$ cat src/rtl/bomb_pkg.sv
// Shared types, constants and helpers for the bomb scheduler and its two slots.
package bomb_pkg;

    typedef enum logic [1:0] {
        IDLE  = 2'd0,
        FUSE  = 2'd1,
        BLAST = 2'd2
    } slot_state_t;

    typedef struct packed {
        logic [9:0] org;
        logic [9:0] span;
    } axis_span_t;

    localparam int TILE_SHIFT = 5;
    localparam int PLAYER_W   = 18;
    localparam int PLAYER_H   = 26;

    localparam logic [4:0] PAUSE_STOP = 5'b00000;
    localparam logic [4:0] PAUSE_HOLD = 5'b00001;
    localparam logic [4:0] PAUSE_OVER = 5'b11111;

    function automatic logic is_pause_code(input logic [4:0] code);
        return (code == PAUSE_STOP) || (code == PAUSE_HOLD) || (code == PAUSE_OVER);
    endfunction

    // Centre of the player sprite rounded down to the tile grid; the carry bit is dropped.
    function automatic logic [9:0] snap_tile(input logic [9:0] pos, input logic [9:0] half);
        logic [10:0] sum;
        sum = {1'b0, pos} + {1'b0, half};
        sum = (sum >> TILE_SHIFT) << TILE_SHIFT;
        return sum[9:0];
    endfunction

    function automatic axis_span_t blast_axis(input logic [9:0] tile, input logic [2:0] radius,
                                              input logic [9:0] fmin, input logic [9:0] fmax);
        logic signed [10:0] lo;
        logic [11:0]        hi;
        logic [11:0]        lim;
        logic [11:0]        org_w;
        axis_span_t         r;
        lo = $signed({1'b0, tile}) - $signed({3'b000, radius, 5'b00000});
        if (lo < $signed({1'b0, fmin})) begin
            r.org = fmin;
        end else begin
            r.org = lo[9:0];
        end
        hi    = {2'b00, tile} + {3'b000, ({1'b0, radius} + 4'd1), 5'b00000};
        lim   = {2'b00, fmax} + 12'd1;
        hi    = (hi > lim) ? lim : hi;
        org_w = {2'b00, r.org};
        if (hi > org_w) begin
            r.span = 10'(hi - org_w);
        end else begin
            r.span = 10'd0;
        end
        return r;
    endfunction

endpackage

$ cat src/rtl/bomb_slot.sv
// One bomb slot: fuse/blast sequencer, frame counter and clamped hazard rectangle.
module bomb_slot
    import bomb_pkg::*;
#(
    parameter logic [9:0] FUSE_FRAMES  = 10'd120,
    parameter logic [9:0] BLAST_FRAMES = 10'd30,
    parameter logic [2:0] BLAST_RADIUS = 3'd2,
    parameter logic [9:0] FIELD_MIN    = 10'd32,
    parameter logic [9:0] FIELD_MAX_X  = 10'd575,
    parameter logic [9:0] FIELD_MAX_Y  = 10'd447
) (
    input  logic        frame_clk,
    input  logic        Reset,
    input  logic        hold,
    input  logic        start,
    input  logic        chain,
    input  logic [9:0]  new_tile_x,
    input  logic [9:0]  new_tile_y,
    output slot_state_t state,
    output logic [9:0]  tile_x,
    output logic [9:0]  tile_y,
    output logic [9:0]  haz_x,
    output logic [9:0]  haz_y,
    output logic [9:0]  haz_xs,
    output logic [9:0]  haz_ys,
    output logic        blast_entry
);

    slot_state_t state_r, state_nxt_s;
    logic [9:0]  cnt_r, cnt_nxt_s;
    logic [9:0]  tile_x_r, tile_y_r, tile_x_nxt_s, tile_y_nxt_s;
    logic [9:0]  haz_x_r, haz_y_r, haz_xs_r, haz_ys_r;
    logic [9:0]  haz_x_nxt_s, haz_y_nxt_s, haz_xs_nxt_s, haz_ys_nxt_s;
    logic        blast_entry_s;
    axis_span_t  span_x_s, span_y_s;

    // Slot state, frame counter and captured tile.
    always_ff @(posedge frame_clk) begin
        if (Reset) begin
            state_r  <= IDLE;
            cnt_r    <= 10'd0;
            tile_x_r <= 10'd0;
            tile_y_r <= 10'd0;
        end else begin
            state_r  <= state_nxt_s;
            cnt_r    <= cnt_nxt_s;
            tile_x_r <= tile_x_nxt_s;
            tile_y_r <= tile_y_nxt_s;
        end
    end

    // Next state: counters only move on unpaused frames; a chain hit cuts the fuse short.
    always_comb begin
        state_nxt_s   = state_r;
        cnt_nxt_s     = cnt_r;
        tile_x_nxt_s  = tile_x_r;
        tile_y_nxt_s  = tile_y_r;
        blast_entry_s = 1'b0;
        if (hold) begin
            state_nxt_s = state_r;
        end else begin
            case (state_r)
                IDLE: begin
                    if (start) begin
                        state_nxt_s  = FUSE;
                        cnt_nxt_s    = FUSE_FRAMES - 10'd1;
                        tile_x_nxt_s = new_tile_x;
                        tile_y_nxt_s = new_tile_y;
                    end else begin
                        state_nxt_s = IDLE;
                    end
                end
                FUSE: begin
                    if ((cnt_r == 10'd0) || chain) begin
                        state_nxt_s   = BLAST;
                        cnt_nxt_s     = BLAST_FRAMES - 10'd1;
                        blast_entry_s = 1'b1;
                    end else begin
                        cnt_nxt_s = cnt_r - 10'd1;
                    end
                end
                BLAST: begin
                    if (cnt_r == 10'd0) begin
                        state_nxt_s = IDLE;
                    end else begin
                        cnt_nxt_s = cnt_r - 10'd1;
                    end
                end
                default: begin
                    state_nxt_s = IDLE;
                    cnt_nxt_s   = 10'd0;
                end
            endcase
        end
    end

    // Rectangle for the upcoming state: clamped blast box, or a zero-size marker at the tile.
    always_comb begin
        span_x_s = blast_axis(tile_x_nxt_s, BLAST_RADIUS, FIELD_MIN, FIELD_MAX_X);
        span_y_s = blast_axis(tile_y_nxt_s, BLAST_RADIUS, FIELD_MIN, FIELD_MAX_Y);
        if (state_nxt_s == BLAST) begin
            haz_x_nxt_s  = span_x_s.org;
            haz_y_nxt_s  = span_y_s.org;
            haz_xs_nxt_s = span_x_s.span;
            haz_ys_nxt_s = span_y_s.span;
        end else begin
            haz_x_nxt_s  = tile_x_nxt_s;
            haz_y_nxt_s  = tile_y_nxt_s;
            haz_xs_nxt_s = 10'd0;
            haz_ys_nxt_s = 10'd0;
        end
    end

    // Registered hazard rectangle.
    always_ff @(posedge frame_clk) begin
        if (Reset) begin
            haz_x_r  <= 10'd0;
            haz_y_r  <= 10'd0;
            haz_xs_r <= 10'd0;
            haz_ys_r <= 10'd0;
        end else begin
            haz_x_r  <= haz_x_nxt_s;
            haz_y_r  <= haz_y_nxt_s;
            haz_xs_r <= haz_xs_nxt_s;
            haz_ys_r <= haz_ys_nxt_s;
        end
    end

    assign state       = state_r;
    assign tile_x      = tile_x_r;
    assign tile_y      = tile_y_r;
    assign haz_x       = haz_x_r;
    assign haz_y       = haz_y_r;
    assign haz_xs      = haz_xs_r;
    assign haz_ys      = haz_ys_r;
    assign blast_entry = blast_entry_s;

endmodule

$ cat src/rtl/bomb_scheduler.sv
// Two-player bomb scheduler: drop edge detection, tile snap, same-tile arbitration, two slots.
// Define CHAIN_REACTION_EN to let a live blast set off a fusing bomb inside it.
module bomb_scheduler
    import bomb_pkg::*;
#(
    parameter logic [9:0] FUSE_FRAMES  = 10'd120,
    parameter logic [9:0] BLAST_FRAMES = 10'd30,
    parameter logic [2:0] BLAST_RADIUS = 3'd2,
    parameter logic [9:0] FIELD_MIN    = 10'd32,
    parameter logic [9:0] FIELD_MAX_X  = 10'd575,
    parameter logic [9:0] FIELD_MAX_Y  = 10'd447
) (
    input  logic       frame_clk,
    input  logic       Reset,
    input  logic [4:0] allow,
    input  logic       drop1,
    input  logic       drop2,
    input  logic [9:0] user1X,
    input  logic [9:0] user1Y,
    input  logic [9:0] user2X,
    input  logic [9:0] user2Y,
    output logic [9:0] bomb1X,
    output logic [9:0] bomb1Y,
    output logic [9:0] bomb1XS,
    output logic [9:0] bomb1YS,
    output logic [9:0] bomb2X,
    output logic [9:0] bomb2Y,
    output logic [9:0] bomb2XS,
    output logic [9:0] bomb2YS,
    output logic [9:0] bomb_tile1X,
    output logic [9:0] bomb_tile1Y,
    output logic [9:0] bomb_tile2X,
    output logic [9:0] bomb_tile2Y,
    output logic [1:0] state1,
    output logic [1:0] state2,
    output logic       detonate
);

    localparam logic [9:0] HALF_W = 10'(PLAYER_W / 2);
    localparam logic [9:0] HALF_H = 10'(PLAYER_H / 2);

    logic        prev_drop1_r, prev_drop2_r, rr_r, rr_nxt_s, detonate_r;
    logic        paused_s, edge1_s, edge2_s, want1_s, want2_s, tie_s;
    logic        start1_s, start2_s, chain1_s, chain2_s, entry1_s, entry2_s;
    logic [9:0]  snap1x_s, snap1y_s, snap2x_s, snap2y_s;
    slot_state_t st1_s, st2_s;

    // Drop history follows the keys even while paused, so a key held through a pause never fires.
    always_ff @(posedge frame_clk) begin
        if (Reset) begin
            prev_drop1_r <= 1'b0;
            prev_drop2_r <= 1'b0;
        end else begin
            prev_drop1_r <= drop1;
            prev_drop2_r <= drop2;
        end
    end

    // Accept edges into idle slots; a same-tile tie goes to the pointer's player.
    always_comb begin
        paused_s = is_pause_code(allow);
        snap1x_s = snap_tile(user1X, HALF_W);
        snap1y_s = snap_tile(user1Y, HALF_H);
        snap2x_s = snap_tile(user2X, HALF_W);
        snap2y_s = snap_tile(user2Y, HALF_H);
        edge1_s  = drop1 & ~prev_drop1_r & ~paused_s;
        edge2_s  = drop2 & ~prev_drop2_r & ~paused_s;
        want1_s  = edge1_s && (st1_s == IDLE) &&
                   !((st2_s != IDLE) && (snap1x_s == bomb_tile2X) && (snap1y_s == bomb_tile2Y));
        want2_s  = edge2_s && (st2_s == IDLE) &&
                   !((st1_s != IDLE) && (snap2x_s == bomb_tile1X) && (snap2y_s == bomb_tile1Y));
        tie_s    = want1_s && want2_s && (snap1x_s == snap2x_s) && (snap1y_s == snap2y_s);
        start1_s = want1_s;
        start2_s = want2_s;
        rr_nxt_s = rr_r;
        if (tie_s) begin
            start1_s = ~rr_r;
            start2_s = rr_r;
            rr_nxt_s = ~rr_r;
        end else begin
            rr_nxt_s = rr_r;
        end
    end

    // Round-robin pointer: 0 favours player 1.
    always_ff @(posedge frame_clk) begin
        if (Reset) begin
            rr_r <= 1'b0;
        end else begin
            rr_r <= rr_nxt_s;
        end
    end

`ifdef CHAIN_REACTION_EN
    assign chain1_s = (st1_s == FUSE) && (st2_s == BLAST) &&
                      (bomb_tile1X >= bomb2X) && ({1'b0, bomb_tile1X} < ({1'b0, bomb2X} + {1'b0, bomb2XS})) &&
                      (bomb_tile1Y >= bomb2Y) && ({1'b0, bomb_tile1Y} < ({1'b0, bomb2Y} + {1'b0, bomb2YS}));
    assign chain2_s = (st2_s == FUSE) && (st1_s == BLAST) &&
                      (bomb_tile2X >= bomb1X) && ({1'b0, bomb_tile2X} < ({1'b0, bomb1X} + {1'b0, bomb1XS})) &&
                      (bomb_tile2Y >= bomb1Y) && ({1'b0, bomb_tile2Y} < ({1'b0, bomb1Y} + {1'b0, bomb1YS}));
`else
    assign chain1_s = 1'b0;
    assign chain2_s = 1'b0;
`endif

    bomb_slot #(
        .FUSE_FRAMES(FUSE_FRAMES), .BLAST_FRAMES(BLAST_FRAMES), .BLAST_RADIUS(BLAST_RADIUS),
        .FIELD_MIN(FIELD_MIN), .FIELD_MAX_X(FIELD_MAX_X), .FIELD_MAX_Y(FIELD_MAX_Y)
    ) u_slot1 (
        .frame_clk(frame_clk), .Reset(Reset), .hold(paused_s), .start(start1_s), .chain(chain1_s),
        .new_tile_x(snap1x_s), .new_tile_y(snap1y_s), .state(st1_s),
        .tile_x(bomb_tile1X), .tile_y(bomb_tile1Y),
        .haz_x(bomb1X), .haz_y(bomb1Y), .haz_xs(bomb1XS), .haz_ys(bomb1YS),
        .blast_entry(entry1_s)
    );

    bomb_slot #(
        .FUSE_FRAMES(FUSE_FRAMES), .BLAST_FRAMES(BLAST_FRAMES), .BLAST_RADIUS(BLAST_RADIUS),
        .FIELD_MIN(FIELD_MIN), .FIELD_MAX_X(FIELD_MAX_X), .FIELD_MAX_Y(FIELD_MAX_Y)
    ) u_slot2 (
        .frame_clk(frame_clk), .Reset(Reset), .hold(paused_s), .start(start2_s), .chain(chain2_s),
        .new_tile_x(snap2x_s), .new_tile_y(snap2y_s), .state(st2_s),
        .tile_x(bomb_tile2X), .tile_y(bomb_tile2Y),
        .haz_x(bomb2X), .haz_y(bomb2Y), .haz_xs(bomb2XS), .haz_ys(bomb2YS),
        .blast_entry(entry2_s)
    );

    // One detonate pulse per frame however many slots enter blast together.
    always_ff @(posedge frame_clk) begin
        if (Reset) begin
            detonate_r <= 1'b0;
        end else begin
            detonate_r <= entry1_s | entry2_s;
        end
    end

    assign state1   = st1_s;
    assign state2   = st2_s;
    assign detonate = detonate_r;

endmodule

$ cat config.mk
export PLATFORM = sky130hd
export DESIGN_NAME = bomb_scheduler
export DESIGN_NICKNAME = d
export VERILOG_FILES = /design/src/rtl/bomb_pkg.sv /design/src/rtl/bomb_slot.sv /design/src/rtl/bomb_scheduler.sv
export SDC_FILE = /design/constraint.sdc
export NUM_CORES = 1
export LEC_CHECK = 0
export CORE_UTILIZATION = 50
export DETAILED_ROUTE_END_ITERATION = 8
export PLACE_DENSITY = 0.76
export SYNTH_ARGS = -nofsm -noshare
export SYNTH_HDL_FRONTEND = slang
export SYNTH_HIERARCHICAL = 1
export SYNTH_SLANG_ARGS = --single-unit
$ cat constraint.sdc
create_clock -name frame_clk -period 23.1 [get_ports frame_clk]
set_input_delay 6.93 -clock frame_clk [delete_from_list [all_inputs] [get_ports frame_clk]]
set_output_delay 6.93 -clock frame_clk [all_outputs]
set_load 0.02 [all_outputs]
==> results of run 1 <==
-- metal layers --
layer / vias to the layer above / wire (um) / global-route usage
li1: 4722 / - / -
met1: 4423 / 12300 / 0.359
met2: 294 / 12400 / 0.412
met3: 32 / 1510 / 0.0360
met4: 0 / 496 / 0.0890
met5: - / 0 / 0
-- cell families after synthesis --
kind of cell	synth area share
compound gates	0.189
simple gates	0.252
other cells	0.00112
fa+ha+maj	0.0909
mux	0.0633
xor+xnor	0.0632
flops	0.294
buf+inv	0.0472
-- layout by cell type (no fill, tap or decap), types with 5 or more instances in the layout --
| cell type | synthesis | final |
|---|---|---|
| o22ai_1 | 8 | 8 |
| and2_1 | 6 | 6 |
| nand4_1 | 23 | 23 |
| a21oi_1 | 64 | 64 |
| clkbuf_16 | 0 | 17 |
| a31oi_1 | 13 | 13 |
| mux2_2 | 14 | 14 |
| or2_2 | 6 | 6 |
| a211o_1 | 5 | 5 |
| xnor2_1 | 41 | 41 |
| ha_1 | 66 | 66 |
| or4_1 | 11 | 11 |
| nor2b_1 | 23 | 23 |
| nor2_2 | 6 | 6 |
| or3_1 | 7 | 7 |
| clkdlybuf4s50_1 | 0 | 172 |
| nand4b_1 | 7 | 7 |
| inv_1 | 50 | 50 |
| mux2i_1 | 38 | 38 |
| nand3b_1 | 5 | 5 |
| o31ai_1 | 5 | 5 |
| nor3b_1 | 9 | 9 |
| a22oi_1 | 7 | 7 |
| nand3_1 | 30 | 30 |
| nand2_1 | 55 | 55 |
| xor2_1 | 20 | 20 |
| conb_1 | 3 | 46 |
| o211ai_1 | 10 | 10 |
| o21a_1 | 12 | 12 |
| nor3_1 | 58 | 58 |
| o21ai_0 | 54 | 54 |
| nor2_1 | 180 | 180 |
| and3_1 | 10 | 10 |
| buf_4 | 4 | 7 |
| a211oi_1 | 13 | 13 |
| dfxtp_1 | 148 | 148 |
| a31o_2 | 6 | 6 |
| nand2b_1 | 28 | 28 |
| a21o_1 | 17 | 17 |
| nor4_1 | 11 | 11 |
-- worst max-delay path, cell delays in order --
cell and delay (ns):
clkdlybuf4s50_1 0.60, and4_1 0.25, nand3_1 0.11, xor2_1 0.30
xor3_2 0.38, or4_4 0.45, or4_4 0.53, and3_1 0.22
nor4b_4 0.13, buf_4 0.32, mux2i_1 0.53, inv_1 0.20
ha_1 0.27, a21oi_1 0.28, a41oi_1 0.16, o221a_2 0.36
nor2_1 0.22, ha_1 0.28, nor2b_1 0.13, o21a_1 0.20
o41ai_1 0.49, a31oi_1 0.18, o211ai_2 0.41, nor2_1 0.10
-- power groups by stage --
stage / Sequential (mW) / Clock (mW) / Combinational [mW]
finish: 0.300 / 0.275 / 0.595
CTS: 0.300 / 0.281 / 0.590
global route: 0.303 / 0.293 / 0.656
global placement: 0.305 / 0 / 0.577
detailed placement: 0.305 / 0 / 0.585
floorplan: 0.323 / 0 / 0.434
-- sequential cells by signal, summed over array words and instances (netlist names) --
| name | cells |
|---|---|
| u_slot2/haz_ys | 10 |
| u_slot2/state | 2 |
| u_slot1/haz_x | 10 |
| u_slot1/tile_x | 10 |
| u_slot1/haz_xs | 10 |
| u_slot1/tile_y | 10 |
| u_slot2/cnt_r | 10 |
| u_slot1/cnt_r | 10 |
| prev_drop2_r | 1 |
| u_slot1/state | 2 |
| u_slot2/haz_y | 10 |
| detonate | 1 |
| u_slot2/tile_x | 10 |
| rr_r | 1 |
| u_slot1/haz_ys | 10 |
| u_slot2/haz_x | 10 |
| u_slot2/haz_xs | 10 |
| u_slot1/haz_y | 10 |
| prev_drop1_r | 1 |
| u_slot2/tile_y | 10 |
-- metrics by stage --
| step | hold WS [ns] | std cells | power (mW) | util |
|---|---|---|---|---|
| after floorplan | 0.455 | 1253 | 0.757 | - |
| after global placement | 0.478 | 1653 | 0.882 | 0.616 |
| after detailed placement | 0.479 | 1653 | 0.891 | 0.616 |
| after CTS | 0.492 | 1685 | 1.17 | 0.646 |
| after global routing | 0.541 | 1685 | 1.25 | 0.646 |
| final | 0.490 | 1685 | 1.17 | 0.646 |
-- layout make-up --
cell class | instances | area, um2 | area share
clock buffer | 20 | 457 | 0.0361
multi-input combinational | 1009 | 6800 | 0.537
clock inverter | 12 | 129 | 0.0102
inverter | 52 | 205 | 0.0162
timing repair buffer | 179 | 1770 | 0.140
sequential | 148 | 2960 | 0.234
tap | 265 | 332 | 0.0262
-- worst max-delay path by stage --
stage / startpoint / slack (ns) / endpoint / depth (start not counted)
2_1_floorplan: user1X[0] / 10.35 / u_slot2/haz_xs[3] / 24
3_3_place_gp: user1X[4] / 9.09 / u_slot2/haz_xs[3] / 24
5_1_grt: user1Y[0] / 8.71 / u_slot2/haz_xs[8] / 24
3_5_place_dp: user1X[4] / 8.97 / u_slot2/haz_xs[2] / 24
6_report: user1X[4] / 9.34 / u_slot2/haz_xs[2] / 24
4_1_cts: user1X[4] / 9.40 / u_slot2/haz_xs[2] / 24
==> impl_metrics.py, run 1 <==
metrics = {
    "status": {
        "outcome": "finished, final reports clean",
    },
    "power_and_ir_drop": {
        "swShare": 0.400,
        "seq_power_share": 0.256,
        "p_int_mw": 0.702,
        "vdd_drop_max_mv": 0.0528,
        "share_comb_of_total_power": 0.508,
        "p_per_area_mw_per_mm2": 92.5,
        "clkPwrFrac": 0.235,
        "leakagePower_nw": 4.97,
        "p_switching_mw": 0.468,
    },
    "min_path": {
        "hold_path_class": "reg2reg",
        "min_path_cells": 2,
        "holdCritStartpoint": "u_slot2/cnt_r[8]",
        "whs_endpoint": "u_slot2/cnt_r[8]",
    },
    "critical_path": {
        "r2r_slack_ns": 16.15,
        "r2r_cells": 23,
        "r2r-start": "u_slot1/state[1]",
        "start_kind": "input port",
        "cp.required_ns": 23.41,
        "cp_max_fo": 34,
        "crit_arrival_ns": 14.06,
        "endpoint_kind": "flip-flop",
        "r2r-end": "u_slot1/haz_xs[3]",
        "critPathKind": "in2reg",
    },
    "clocking": {
        "clk_path_buf_depth": 2,
        "cts_tree": "built",
        "post_cts_resized": 0,
        "cts_root_buf": "clkbuf_16",
        "cts_buffers": 17,
        "cts_max_level": 4,
        "cts_hold_buffers": 0,
        "path_clk_slew_ns": 0.07,
        "clock_latency_ns": 0.43,
        "cts_setup_buffers": 0,
        "clkSinkCount": 148,
    },
    "global_routing": {
        "grt_max_degree": 71,
        "overflow": 0,
        "grt_pass1_wl_um": 42600,
        "grt_usage": 0.260,
        "antenna_found_initial": 0,
        "grt_pass1_vias": 8530,
    },
    "timing": {
        "setup_viol": 0,
        "fmax_ghz": 0.0727,
        "setup-tns-final_ns": 0,
        "finClkSkew_ns": 0.0126,
        "finalHoldViolCount": 0,
        "slew_viol_final": 0,
        "slew-limit-headroom": 0.195,
        "fin_crit_sh": 0.595,
        "worst_slack_ns": 9.34,
        "max_slew.worst_pin.slew_ns": 1.17,
        "period_minus_slack_ns": 13.76,
        "rsz0062_at_grt": "no",
    },
    "logic_synthesis": {
        "ys.flop_type": "dfxtp_1",
        "ys_top_cells_by_area": "dfxtp_1 29%, ha_1 8.2%, nor2_1 6.7%, mux2i_1 3.8%, xnor2_1 3.6%",
        "synth_cell_types": 90,
        "seq_area_frac_synth": 0.294,
        "synth_edf_count": 0,
        "syn_area_mm2": 0.0101,
        "synthTopCellsByCount": "180 x nor2_1, 148 x dfxtp_1, 66 x ha_1",
        "yosys_warnings": 6,
        "syn_avg_cell_area_um2": 8.33,
        "async_flop_share": 0,
        "syn_inst": 1210,
        "netlist.area_leader.share": 0.294,
        "synth.most_common_cell": "nor2_1",
        "yosysTopAreaCell": "dfxtp_1",
        "ys_ff_latch": 148,
    },
    "place": {
        "placed_area_mm2": 0.0121,
        "gp_congestion": 0.895,
        "detailed_place_hpwl_um": 20100,
        "place_ws_ns": 8.97,
        "port-buffer-count": 173,
    },
    "cells_and_area": {
        "fin_area_mm2": 0.0127,
        "antenna_cells": 0,
        "areaGrowthSynthToFinish_pct": 25.6,
        "drive_gt1_frac": 0.0768,
        "nets": 1526,
        "fill_cells": 1714,
    },
    "detailed_routing": {
        "drtAntennaViolNets": 0,
        "initialDrtViolationCount": 645,
        "wire_per_inst_um": 15.8,
        "via_per_inst": 5.62,
        "route.vias.total": 9471,
        "wirelength_um": 26700,
        "remaining_drc_errors": 0,
        "firstDrtPassIters": 5,
    },
    "floorplan": {
        "core_mm2": 0.0196,
        "num_rows": 51,
        "dieArea_mm2": 0.0207,
        "die_y_um": 144,
        "fp.dieW_um": 144,
        "ios": 174,
        "start_util": 0.514,
    },
    "flow_run": {
        "drv_cap": 0,
    },
}
Note: power is estimated with default switching activity, not from simulation.
==> run 2, diff against run 1 <==
- clock period: 23.1 -> 13.8 ns (I/O delays scaled with it)
==> impl_metrics.py, run 2 (synthesized netlist as in run 1, its figures left out) <==
metrics = {
    "clocking": {
        "post_cts_resized": 0,
        "cts_tree": "built",
        "cts_buffers": 17,
        "clkSinkCount": 148,
        "clock_latency_ns": 0.43,
        "cts_setup_buffers": 0,
        "clk_path_buf_depth": 2,
        "cts_max_level": 4,
        "path_clk_slew_ns": 0.06,
        "cts_hold_buffers": 0,
        "cts_root_buf": "clkbuf_16",
    },
    "critical_path": {
        "slowest_stage": "clkdlybuf4s50_1",
        "cpPeakStageDelay_ns": 0.60,
        "r2r_slack_ns": 6.84,
        "path_cells": "clkdlybuf4s50_1, and4_1, nand3_1, xor2_1, xor3_2, or4_4, or4_4, and3_1, nor4b_4, buf_4, mux2i_1, inv_1, ha_1, a21oi_1, a41oi_1, o221a_2, nor2_1, ha_1, nor2b_1, o21a_1, o41ai_1, a31oi_1, o211ai_2, nor2_1",
        "cp.required_ns": 14.10,
        "endpoint_kind": "flip-flop",
        "critPathKind": "in2reg",
        "crit_arrival_ns": 11.39,
        "start_kind": "input port",
        "cp_max_fo": 34,
    },
    "detailed_routing": {
        "dr_wl_met2_um": 12300,
        "wl_met3_um": 1360,
        "drt-met1-wl_um": 12500,
        "via_per_inst": 5.61,
        "top_layer": "met4",
        "wirelength_um": 26600,
        "initialDrtViolationCount": 815,
        "drtAntennaViolNets": 0,
        "firstDrtPassIters": 5,
        "wire_per_inst_um": 15.8,
        "remaining_drc_errors": 0,
        "route.vias.total": 9447,
    },
    "timing": {
        "period_minus_slack_ns": 11.08,
        "setup-tns-final_ns": 0,
        "fmax_ghz": 0.0902,
        "max_slew.worst_pin.slew_ns": 1.23,
        "rsz0062_at_grt": "no",
        "worst_slack_ns": 2.72,
        "finClkSkew_ns": 0.00955,
        "slew-limit-headroom": 0.156,
        "slew_viol_final": 0,
        "fin_crit_sh": 0.803,
        "finalHoldViolCount": 0,
        "fin_hold_ws_ns": 0.496,
        "setup_viol": 0,
    },
    "global_routing": {
        "grt_pass1_vias": 8485,
        "grt_usage": 0.258,
        "overflow": 0,
        "antenna_found_initial": 0,
        "grt_pass1_wl_um": 42300,
        "grt_max_degree": 70,
    },
    "floorplan": {
        "core_mm2": 0.0196,
        "start_util": 0.514,
        "dieArea_mm2": 0.0207,
        "fp.dieW_um": 144,
        "ios": 174,
        "die_y_um": 144,
        "num_rows": 51,
    },
    "power_and_ir_drop": {
        "clkPwrFrac": 0.244,
        "vdd_drop_max_mv": 0.103,
        "p_switching_mw": 0.784,
        "leakagePower_nw": 4.97,
        "total_power_mw": 1.98,
        "share_comb_of_total_power": 0.503,
        "p_per_area_mw_per_mm2": 156,
        "seq_power_share": 0.254,
        "swShare": 0.396,
        "p_int_mw": 1.19,
    },
    "cells_and_area": {
        "final_cell_mix": "180 x nor2_1, 172 x clkdlybuf4s50_1, 148 x dfxtp_1, 66 x ha_1, 64 x a21oi_1",
        "fill_cells": 1710,
        "antenna_cells": 0,
        "nets": 1526,
        "final_common_cell": "nor2_1",
        "regArea_mm2": 0.00296,
        "drive_gt1_frac": 0.0754,
        "multi_input_area_mm2": 0.00680,
        "areaGrowthSynthToFinish_pct": 25.8,
        "fin_cells": 1684,
    },
    "place": {
        "port-buffer-count": 173,
        "gp_congestion": 0.896,
        "detailed_place_hpwl_um": 20000,
        "dp.cells": 1653,
        "place_ws_ns": 2.40,
    },
    "status": {
        "outcome": "finished, final reports clean",
    },
    "flow_run": {
        "drv_cap": 0,
    },
    "min_path": {
        "hold_path_class": "reg2reg",
    },
}
run 2: cell types whose count changed in the layout (fill, tap and decap cells not counted):
cell        change
clkinv_2        -4
clkinv_4        -2
bufinv_16       +1
clkinvlp_4      +1
clkbuf_1        +1
inv_6           +2
run 2: layer usage:
layer	global-route usage	vias up
li1	-	4733
met5	0	-
met2	0.416	273
met3	0.0377	35
met1	0.357	4406
met4	0.0722	0
run 2: worst max-delay path, delay by kind of cell:
| kind | cells | cell delay, ns |
|---|---|---|
| AND/OR/NAND/NOR | 9 | 2.16 |
| AO/OA/AOI/OAI | 7 | 2.08 |
| buffers and inverters | 3 | 1.14 |
| XOR/XNOR | 2 | 0.71 |
| multiplexers | 1 | 0.58 |
| adder cells (fa/ha/maj) | 2 | 0.57 |
run 2: final cells by class:
| type | instances | area share |
|---|---|---|
| clock buffers | 21 | 0.0363 |
| inverters | 52 | 0.0162 |
| clock inverters | 10 | 0.0115 |
| flip-flops and latches | 148 | 0.234 |
| repair buffers | 179 | 0.140 |
| multi-input cells | 1009 | 0.536 |
| well taps | 265 | 0.0261 |
run 2: worst paths after layout:
check	cells past startpoint	endpoint	start
setup reg to reg	22	u_slot2/haz_xs[2]	u_slot2/state[0]
hold / removal	2	u_slot1/cnt_r[3]	u_slot1/cnt_r[3]
setup / recovery	24	u_slot2/haz_xs[2]	user1X[4]
hold reg to reg	2	u_slot1/cnt_r[3]	u_slot1/cnt_r[3]
run 2: power groups by stage:
stage	logic [mW]	clock network, mW	registers [mW]
global placement	0.966	0	0.510
finish	0.994	0.482	0.502
global route	1.09	0.513	0.507
detailed placement	0.978	0	0.511
floorplan	0.727	0	0.540
CTS	0.987	0.492	0.502
run 2: through the flow:
step	cell area, um2	util
2_1_floorplan	10200	-
3_3_place_gp	12100	0.616
3_5_place_dp	12100	0.616
4_1_cts	12700	0.647
5_1_grt	12700	0.647
6_report	12700	0.647
==> run 3, diff against run 2 <==
- CORE_UTILIZATION: 50 -> 49
- PLACE_DENSITY: 0.76 -> 0.78
- clock period: 13.8 -> 9.5 ns (I/O delays scaled with it)
==> impl_metrics.py, run 3 (synthesized netlist as in run 1, its figures left out) <==
metrics = {
    "status": {
        "outcome": "finished, final reports clean",
    },
    "clocking": {
        "path_clk_slew_ns": 0.06,
        "clk_path_buf_depth": 2,
        "cts_tree": "built",
        "cts_max_level": 4,
        "clkSinkCount": 148,
        "clock_latency_ns": 0.43,
        "cts_root_buf": "clkbuf_16",
        "cts_buffers": 17,
    },
    "detailed_routing": {
        "route.vias.total": 9590,
        "firstDrtPassIters": 5,
        "initialDrtViolationCount": 882,
        "wire_per_inst_um": 15.7,
        "drtAntennaViolNets": 0,
        "via_per_inst": 5.60,
        "remaining_drc_errors": 0,
        "wirelength_um": 26900,
    },
    "critical_path": {
        "r2r-end": "u_slot1/haz_xs[3]",
        "cp.required_ns": 9.79,
        "crit_arrival_ns": 9.31,
        "r2r_slack_ns": 2.96,
        "path_cells": "clkdlybuf4s50_1, a211o_1, a21boi_1, nor3_1, a211o_1, nor4_1, nand4_1, a31oi_1, nor4b_4, buf_4, mux2i_4, ha_1, nor2b_1, a22oi_2, a211oi_1, o221a_2, nor2_1, ha_1, nor2b_1, o21a_1, o41ai_1, a31oi_1, o211ai_2, nor3b_1",
        "endpoint_kind": "flip-flop",
        "critPathBufInv": 2,
        "critPathKind": "in2reg",
        "start_kind": "input port",
        "r2r-start": "u_slot1/state[1]",
        "cpPeakStageDelay_ns": 0.50,
        "r2r_cells": 23,
        "setup.worst_path.end": "u_slot1/haz_xs[3]",
        "cp.depth": 24,
        "slowest_stage": "nor4b_4",
        "cp_max_fo": 9,
        "crit_start": "user2Y[0]",
        "critPathTopFamily": "compound AO/OA/AOI/OAI gates",
    },
    "floorplan": {
        "fp.dieW_um": 145,
        "start_util": 0.500,
        "die_y_um": 145,
        "dieArea_mm2": 0.0211,
        "core_mm2": 0.0202,
        "num_rows": 52,
        "ios": 174,
    },
    "timing": {
        "finClkSkew_ns": 0.0120,
        "slew-limit-headroom": 0.371,
        "fin_crit_sh": 0.949,
        "rsz0062_at_grt": "no",
        "period_minus_slack_ns": 9.02,
        "max_slew.worst_pin.slew_ns": 0.940,
        "setup_viol": 0,
        "slew_viol_final": 0,
        "fmax_ghz": 0.111,
        "finalHoldViolCount": 0,
        "setup-tns-final_ns": 0,
    },
    "cells_and_area": {
        "final_cell_mix": "180 x nor2_1, 172 x clkdlybuf4s50_1, 148 x dfxtp_1, 66 x ha_1, 64 x a21oi_1",
        "regArea_mm2": 0.00296,
        "fin_area_mm2": 0.0129,
        "final_common_cell": "nor2_1",
        "nets": 1549,
        "fill_cells": 1713,
        "drive_gt1_frac": 0.0929,
        "multi_input_area_mm2": 0.00681,
        "areaGrowthSynthToFinish_pct": 27.8,
    },
    "flow_run": {
        "drv_cap": 0,
    },
    "global_routing": {
        "antenna_found_initial": 1,
        "grt_usage": 0.254,
        "grt_pass1_vias": 8830,
        "grt_max_degree": 59,
        "grt_pass1_wl_um": 44000,
        "overflow": 0,
    },
    "power_and_ir_drop": {
        "leakagePower_nw": 5.08,
        "p_per_area_mw_per_mm2": 225,
        "vdd_drop_max_mv": 0.136,
    },
    "place": {
        "port-buffer-count": 173,
        "gp_congestion": 0.907,
        "detailed_place_hpwl_um": 20100,
        "placed_area_mm2": 0.0122,
    },
    "min_path": {
        "hold_path_class": "reg2reg",
    },
}
[run 3: cell count changes in the layout (fill, tap and decap cells not counted), sizes merged]
cell and change:
clkinv +4, diode +1, buf +23, inv -2, clkbuf -1, clkinvlp -1
[run 3: what timing repair did]
action,CTS,global route
hold buffers,0,0
setup buffers,0,3
setup endpoints to repair,0,27
gates resized for setup,0,3
[run 3: report_power, final]
group	switching [mW]	internal, mW
clock network	0.270	0.427
registers	0.0512	0.680
logic	0.825	0.651
total	1.15	1.76
[run 3: metal layers]
metal | share of wire | GRT usage
met2 | 0.46 | 0.403
met3 | 0.057 | 0.0476
met1 | 0.46 | 0.342
met5 | 0 | 0
met4 | 0.025 | 0.0958
[run 3: cell type report]
| cell class | instances | share of cell area |
|---|---|---|
| clock buffer | 20 | 0.0355 |
| multi-input combinational | 1009 | 0.529 |
| tap | 270 | 0.0262 |
| timing repair buffer | 202 | 0.151 |
| clock inverter | 11 | 0.0119 |
| inverter | 52 | 0.0159 |
| antenna | 1 | 0.000194 |
| sequential | 148 | 0.230 |
[run 3: worst reg2reg max path: cells and delay by family (launching register included)]
| family | cells | cell delay (ns) |
|---|---|---|
| AND/OR/NAND/NOR | 11 | 2.09 |
| AO/OA/AOI/OAI | 8 | 2.31 |
| buffers and inverters | 1 | 0.21 |
| flip-flops | 1 | 0.74 |
| multiplexers | 1 | 0.35 |
| adder cells (fa/ha/maj) | 2 | 0.68 |
[run 3: metrics by stage]
stage	hold slack (ns)	util	power [mW]	std cells	worst slack, ns
2_1_floorplan	0.455	-	1.84	1253	0.825
3_3_place_gp	0.479	0.606	2.16	1678	-0.00365
3_5_place_dp	0.482	0.606	2.18	1678	-0.0402
4_1_cts	0.492	0.637	2.90	1709	0.385
5_1_grt	0.501	0.638	3.11	1713	0.0149
6_report	0.490	0.638	2.90	1713	0.481
[run 3: how the worst min path moves through the flow]
stage / start / end / slack (ns) / cells past startpoint
after CTS: u_slot1/cnt_r[3] / u_slot1/cnt_r[3] / 0.49 / 2
final: u_slot1/cnt_r[3] / u_slot1/cnt_r[3] / 0.49 / 2
after global placement: u_slot2/cnt_r[8] / u_slot2/cnt_r[8] / 0.48 / 2
after global routing: rr_r / rr_r / 0.50 / 2
after floorplan: rr_r / rr_r / 0.46 / 2
after detailed placement: u_slot1/cnt_r[8] / u_slot1/cnt_r[8] / 0.48 / 2
